## config.mk

```make
export PLATFORM = sky130hd
export DESIGN_NAME = id_ex_stage
export DESIGN_NICKNAME = d
export VERILOG_FILES = /design/src/rtl/id_ex_stage.sv
export SDC_FILE = /design/constraint.sdc
export NUM_CORES = 1
export LEC_CHECK = 0
export CORE_MARGIN = 2
export CORE_UTILIZATION = 32
export DETAILED_ROUTE_END_ITERATION = 16
export PLACE_DENSITY_LB_ADDON = 0.25
export SYNTH_ARGS = -nofsm -noshare
export SYNTH_HDL_FRONTEND = slang
export SYNTH_SLANG_ARGS = --single-unit
```

## constraint.sdc

```tcl
create_clock -name clk -period 2.6 [get_ports clk]
set_clock_uncertainty 0.2 [all_clocks]
set_input_delay 0.39 -clock clk [delete_from_list [all_inputs] [get_ports clk]]
set_output_delay 0.39 -clock clk [all_outputs]
set_load 0.05 [all_outputs]
```

## src/rtl/id_ex_stage.sv

```systemverilog
// id_ex_stage: ID/EX pipeline register of the 5-stage MIPS pipeline.
//
// Captures the EX/MEM/WB control bundles and the ID operands on every rising
// edge. It also contains the load-use hazard detector, which stalls PC/IF-ID
// and injects a bubble into EX. Branch/jump flush and downstream hold are
// also handled here.
//
// Ports:
//   clk, rst            rising-edge clock, synchronous active-high reset
//   id_ex/id_mem/id_wb  control bundles from the ID control unit
//   id_opcode           opcode, decoded here to find which sources are read
//   id_rs/rt/rd         register indices
//   id_rs_data/rt_data  register-file read data
//   id_imm, id_pc4      extended immediate, PC+4
//   id_funct            funct field
//   flush_i             kill the instruction entering EX
//   hold_i              freeze the register (downstream multicycle stall)
//   ex_*                registered copies of the above
//   ex_valid            EX slot holds a real instruction
//   stall_o             freeze PC and IF/ID this cycle
//   stall_cnt           (only with ID_EX_STALL_CNT_EN) saturating count of
//                       inserted hazard bubbles
//
// Optional feature macro: ID_EX_STALL_CNT_EN
module id_ex_stage #(
  parameter int unsigned DW = 32,
  parameter int unsigned RW = 5
) (
  input  logic          clk,
  input  logic          rst,
  input  logic [3:0]    id_ex,
  input  logic [2:0]    id_mem,
  input  logic [1:0]    id_wb,
  input  logic [5:0]    id_opcode,
  input  logic [RW-1:0] id_rs,
  input  logic [RW-1:0] id_rt,
  input  logic [RW-1:0] id_rd,
  input  logic [DW-1:0] id_rs_data,
  input  logic [DW-1:0] id_rt_data,
  input  logic [DW-1:0] id_imm,
  input  logic [DW-1:0] id_pc4,
  input  logic [5:0]    id_funct,
  input  logic          flush_i,
  input  logic          hold_i,
  output logic [3:0]    ex_ex,
  output logic [2:0]    ex_mem,
  output logic [1:0]    ex_wb,
  output logic [RW-1:0] ex_rs,
  output logic [RW-1:0] ex_rt,
  output logic [RW-1:0] ex_rd,
  output logic [DW-1:0] ex_rs_data,
  output logic [DW-1:0] ex_rt_data,
  output logic [DW-1:0] ex_imm,
  output logic [DW-1:0] ex_pc4,
  output logic [5:0]    ex_funct,
  output logic          ex_valid,
  output logic          stall_o
`ifdef ID_EX_STALL_CNT_EN
  ,
  output logic [15:0]   stall_cnt
`endif
);

  localparam logic [5:0] OP_RTYPE = 6'b000000;
  localparam logic [5:0] OP_BEQ   = 6'b000100;
  localparam logic [5:0] OP_SW    = 6'b101011;
  localparam logic [5:0] OP_J     = 6'b000010;

  logic rs_used;
  logic rt_used;
  logic hazard;

  // Only a valid load (MemRead) in EX writing a non-zero register can
  // produce a load-use hazard against the ID instruction's sources.
  always_comb begin
    rs_used = (id_opcode != OP_J);
    rt_used = (id_opcode == OP_RTYPE) || (id_opcode == OP_BEQ) ||
              (id_opcode == OP_SW);
    hazard  = ex_mem[2] && ex_valid && (ex_rt != '0) &&
              ((rs_used && (ex_rt == id_rs)) || (rt_used && (ex_rt == id_rt)));
    stall_o = (hazard || hold_i) && !flush_i && !rst;
  end

  // Data fields are captured on flush, bubble and normal cycles alike; only
  // the control bundles and ex_valid differ between those cases.
  always_ff @(posedge clk) begin
    if (rst) begin
      ex_ex      <= '0;
      ex_mem     <= '0;
      ex_wb      <= '0;
      ex_rs      <= '0;
      ex_rt      <= '0;
      ex_rd      <= '0;
      ex_rs_data <= '0;
      ex_rt_data <= '0;
      ex_imm     <= '0;
      ex_pc4     <= '0;
      ex_funct   <= '0;
      ex_valid   <= 1'b0;
    end else if (flush_i || !hold_i) begin
      if (flush_i || hazard) begin
        ex_ex    <= '0;
        ex_mem   <= '0;
        ex_wb    <= '0;
        ex_valid <= 1'b0;
      end else begin
        ex_ex    <= id_ex;
        ex_mem   <= id_mem;
        ex_wb    <= id_wb;
        ex_valid <= 1'b1;
      end
      ex_rs      <= id_rs;
      ex_rt      <= id_rt;
      ex_rd      <= id_rd;
      ex_rs_data <= id_rs_data;
      ex_rt_data <= id_rt_data;
      ex_imm     <= id_imm;
      ex_pc4     <= id_pc4;
      ex_funct   <= id_funct;
    end
  end

`ifdef ID_EX_STALL_CNT_EN
  always_ff @(posedge clk) begin
    if (rst) begin
      stall_cnt <= '0;
    end else if (!flush_i && !hold_i && hazard && (stall_cnt != '1)) begin
      stall_cnt <= stall_cnt + 16'd1;
    end
  end
`endif

endmodule

```

==> metrics.cfg <==
[detailed_routing]
wl_mm = 18.76
first_iter_violations = 266
vias_per_cell = 4.563
wl_per_cell_um = 14.85
drtPass1Iterations = 4
drc = 0
via_count = 5763
ant_nets = 0

[floorplanning]
core_um2 = 17240
io_pins = 328
fp.dieW_um = 136.6
die_area_um2 = 18660
rows = 48
die_h_um = 136.6
start_util_pct = 32.64

[logic_synthesis]
yosysSeqAreaShare_pct = 56.57
synth_area_um2 = 5627
synth-edff-count = 0
synthDistinctLibCells = 25
ys_async_sr_fraction_pct = 0
synth_nets = 884
synth_top_family_by_area = simple AND/OR/NAND/NOR gates
synth_top_cell_area_share_pct = 56.57
synth_xor_area_share_pct = 1.557
synth.avg_cell_area_um2 = 7.858
synth_warnings = 0
synth.top_cells.by_area = dfxtp_1 (57%), nand2_1 (21%), a21oi_1 (13%)
synth_seq_cells = 159
yosys.area_share.adder_pct = 0
yosys.area_share.simple_pct = 22.90
synthFlopType = dfxtp_1
synth-compound-area-share_pct = 15.01
synth_top_area_cell = dfxtp_1
synth_mux_area_share_pct = 0
syn-instance-count = 716

[timing]
fin_crit_ns = 2.651
setup-tns-final_ns = -0.05087
finalHoldViolCount = 0
slew_violations = 0
setup_slack_ns = -0.05087
max_freq_ghz = 0.3772
period_share_pct = 102.0
worstMarginPinSlew_ns = 0.6674
rsz0062_at_grt = yes
slew_headroom_pct = 55.34
setup_viol = 1

[finish]
seqCellArea_um2 = 3199
syn2layout_area_growth_pct = 74.23
n_antenna_cell = 0
fin_area_um2 = 9803
multiInputGateArea_um2 = 2262
nets = 1193
fill_cells = 1593
layout-drive-gt1-share_pct = 6.069

[worst_setup_path]
cp.depth = 6
end_kind = primary output
worstPathMaxFanout = 5
worstSetupPathType = reg2out
worstPathArrival_ns = 2.06
critical_path_buf_inv_count = 1
critPathTopFamily = simple AND/OR/NAND/NOR gates
slowest_delay_ns = 0.53
crit_slowest_cell = or4_4
crit_chain = xnor2_2 -> nand4_1 -> or4_4 -> a21oi_2 -> o21a_1 -> buf_12
worstRegToRegCells = 6
startpoint_type = flop
worstPathRequired_ns = 2.01

[cts]
insertion_delay_ns = 0.42
clockBufferDepth = 2
cts_tree = done
clock_sinks = 159
path_clk_slew_ns = 0.06
cts_root_buffer = clkbuf_16
htreeDepth = 4
numCtsBuffers = 17

[pwr]
p_per_area_nw_per_um2 = 677.6
total_power_mw = 6.642
p_leak_nw = 3.858
ir_worst_vdd_v = 0.0004363

[global_route]
grt_pass1_wl_mm = 28.28
grt_pass1_vias = 5382
grt.total_usage_pct = 19.61
grt_max_degree = 80
gr-total-overflow = 0
antenna_found_initial = 1

[hold_path]
hold_path_class = in2reg
whs_path_depth = 3

[place]
globalplace.congestion = 0.8707
post_dp_cell_area_um2 = 9128
post-dp-hpwl_mm = 12.92
port_buffers = 327

[status]
violations = negative setup slack
status = finished with violations

[job]
maxCapViolations = 0

cells by family (layout without fill, tap and decap cells):
family | after synthesis | in the layout
AO/OA/AOI/OAI | 165 | 165
XOR/XNOR | 10 | 10
buffers and inverters | 55 | 377
flip-flops | 159 | 159
AND/OR/NAND/NOR | 327 | 327
report_power, final:
group / internal (mW) / switching, mW / total, mW / leakage, nW
clock network: 1.53 / 1.03 / 2.55 / 0.304
logic: 0.578 / 0.850 / 1.43 / 2.23
registers: 2.58 / 0.0754 / 2.66 / 1.32
total: 4.69 / 1.95 / 6.64 / 3.86
per-stage QoR:
stage	cells	util, %	hold slack, ns	setup WS, ns
after floorplan	716	-	0.2943	0.08856
after global placement	1226	52.95	0.2331	-0.1506
after detailed placement	1226	52.95	0.2420	-0.1552
after CTS	1263	56.87	0.1553	-0.08278
after global routing	1263	56.87	0.1689	-0.1405
final	1263	56.87	0.1733	-0.05087
worst min-delay path: cells and delay by family:
family	cells	cell delay, ns
AO/OA/AOI/OAI	1	0.05
AND/OR/NAND/NOR	1	0.06
buffers and inverters	1	0.25
synthesized netlist by cell type, drive strengths merged (2+ instances only):
| library cell | count |
|---|---|
| nand2 | 308 |
| dfxtp | 159 |
| a21oi | 150 |
| clkbuf | 44 |
| o21ai | 10 |
| buf | 9 |
| nand3b | 9 |
| xnor2 | 8 |
| inv | 2 |
| nand4 | 2 |
| nor2 | 2 |
| or4 | 2 |
| xor2 | 2 |
worst paths after layout:
kind,slack (ns),start,end
worst min register to register,0.25,ex_pc4[24],ex_pc4[24]
worst max-delay path,-0.05,ex_rt[4],stall_o
worst min-delay path,0.17,id_rt[0],ex_rt[0]
worst max register to register,0.64,ex_rt[1],ex_valid
routing by layer:
metal	vias to the layer above	part of all wire [%]	track usage, %
met5	-	0	0
met4	0	3.4	9.664
met3	42	8.8	7.704
met2	217	47	30.97
met1	2574	41	23.18
li1	2930	-	-
placed cells by master (no fill, tap or decap), drive strengths merged:
master and instances:
a211oi 1, a21oi 150, a41oi 1, buf 18, bufinv 2, clkbuf 21
clkdlybuf4s50 320, clkinv 6, dfxtp 159, dlygate4sd2 5, inv 5, nand2 308
nand2b 1, nand3b 9, nand4 2, nor2 2, nor2b 1, nor3 1
nor3b 1, o211ai 1, o21a 1, o21ai 10, o41ai 1, or4 2
xnor2 8, xor2 2
layout make-up:
type	instances	area share [%]
tap	225	2.872
timing repair buffer	343	35.14
clock inverter	11	1.302
sequential	159	32.64
inverter	2	0.07658
clock buffer	21	4.901
multi-input combinational	502	23.08
state kept, by name (all words and copies together) (netlist names), 5 cells and up:
register	count
ex_imm	32
ex_pc4	32
ex_rs_data	32
ex_rt_data	32
ex_funct	6
ex_rd	5
ex_rs	5
ex_rt	5
repair_timing:
item	CTS	global route
pin swaps	9	1
gates resized for setup	14	0
buffers inserted	5	0
setup endpoints to repair	1	1
hold buffers	0	0
Power figures use the tool's default switching activity.
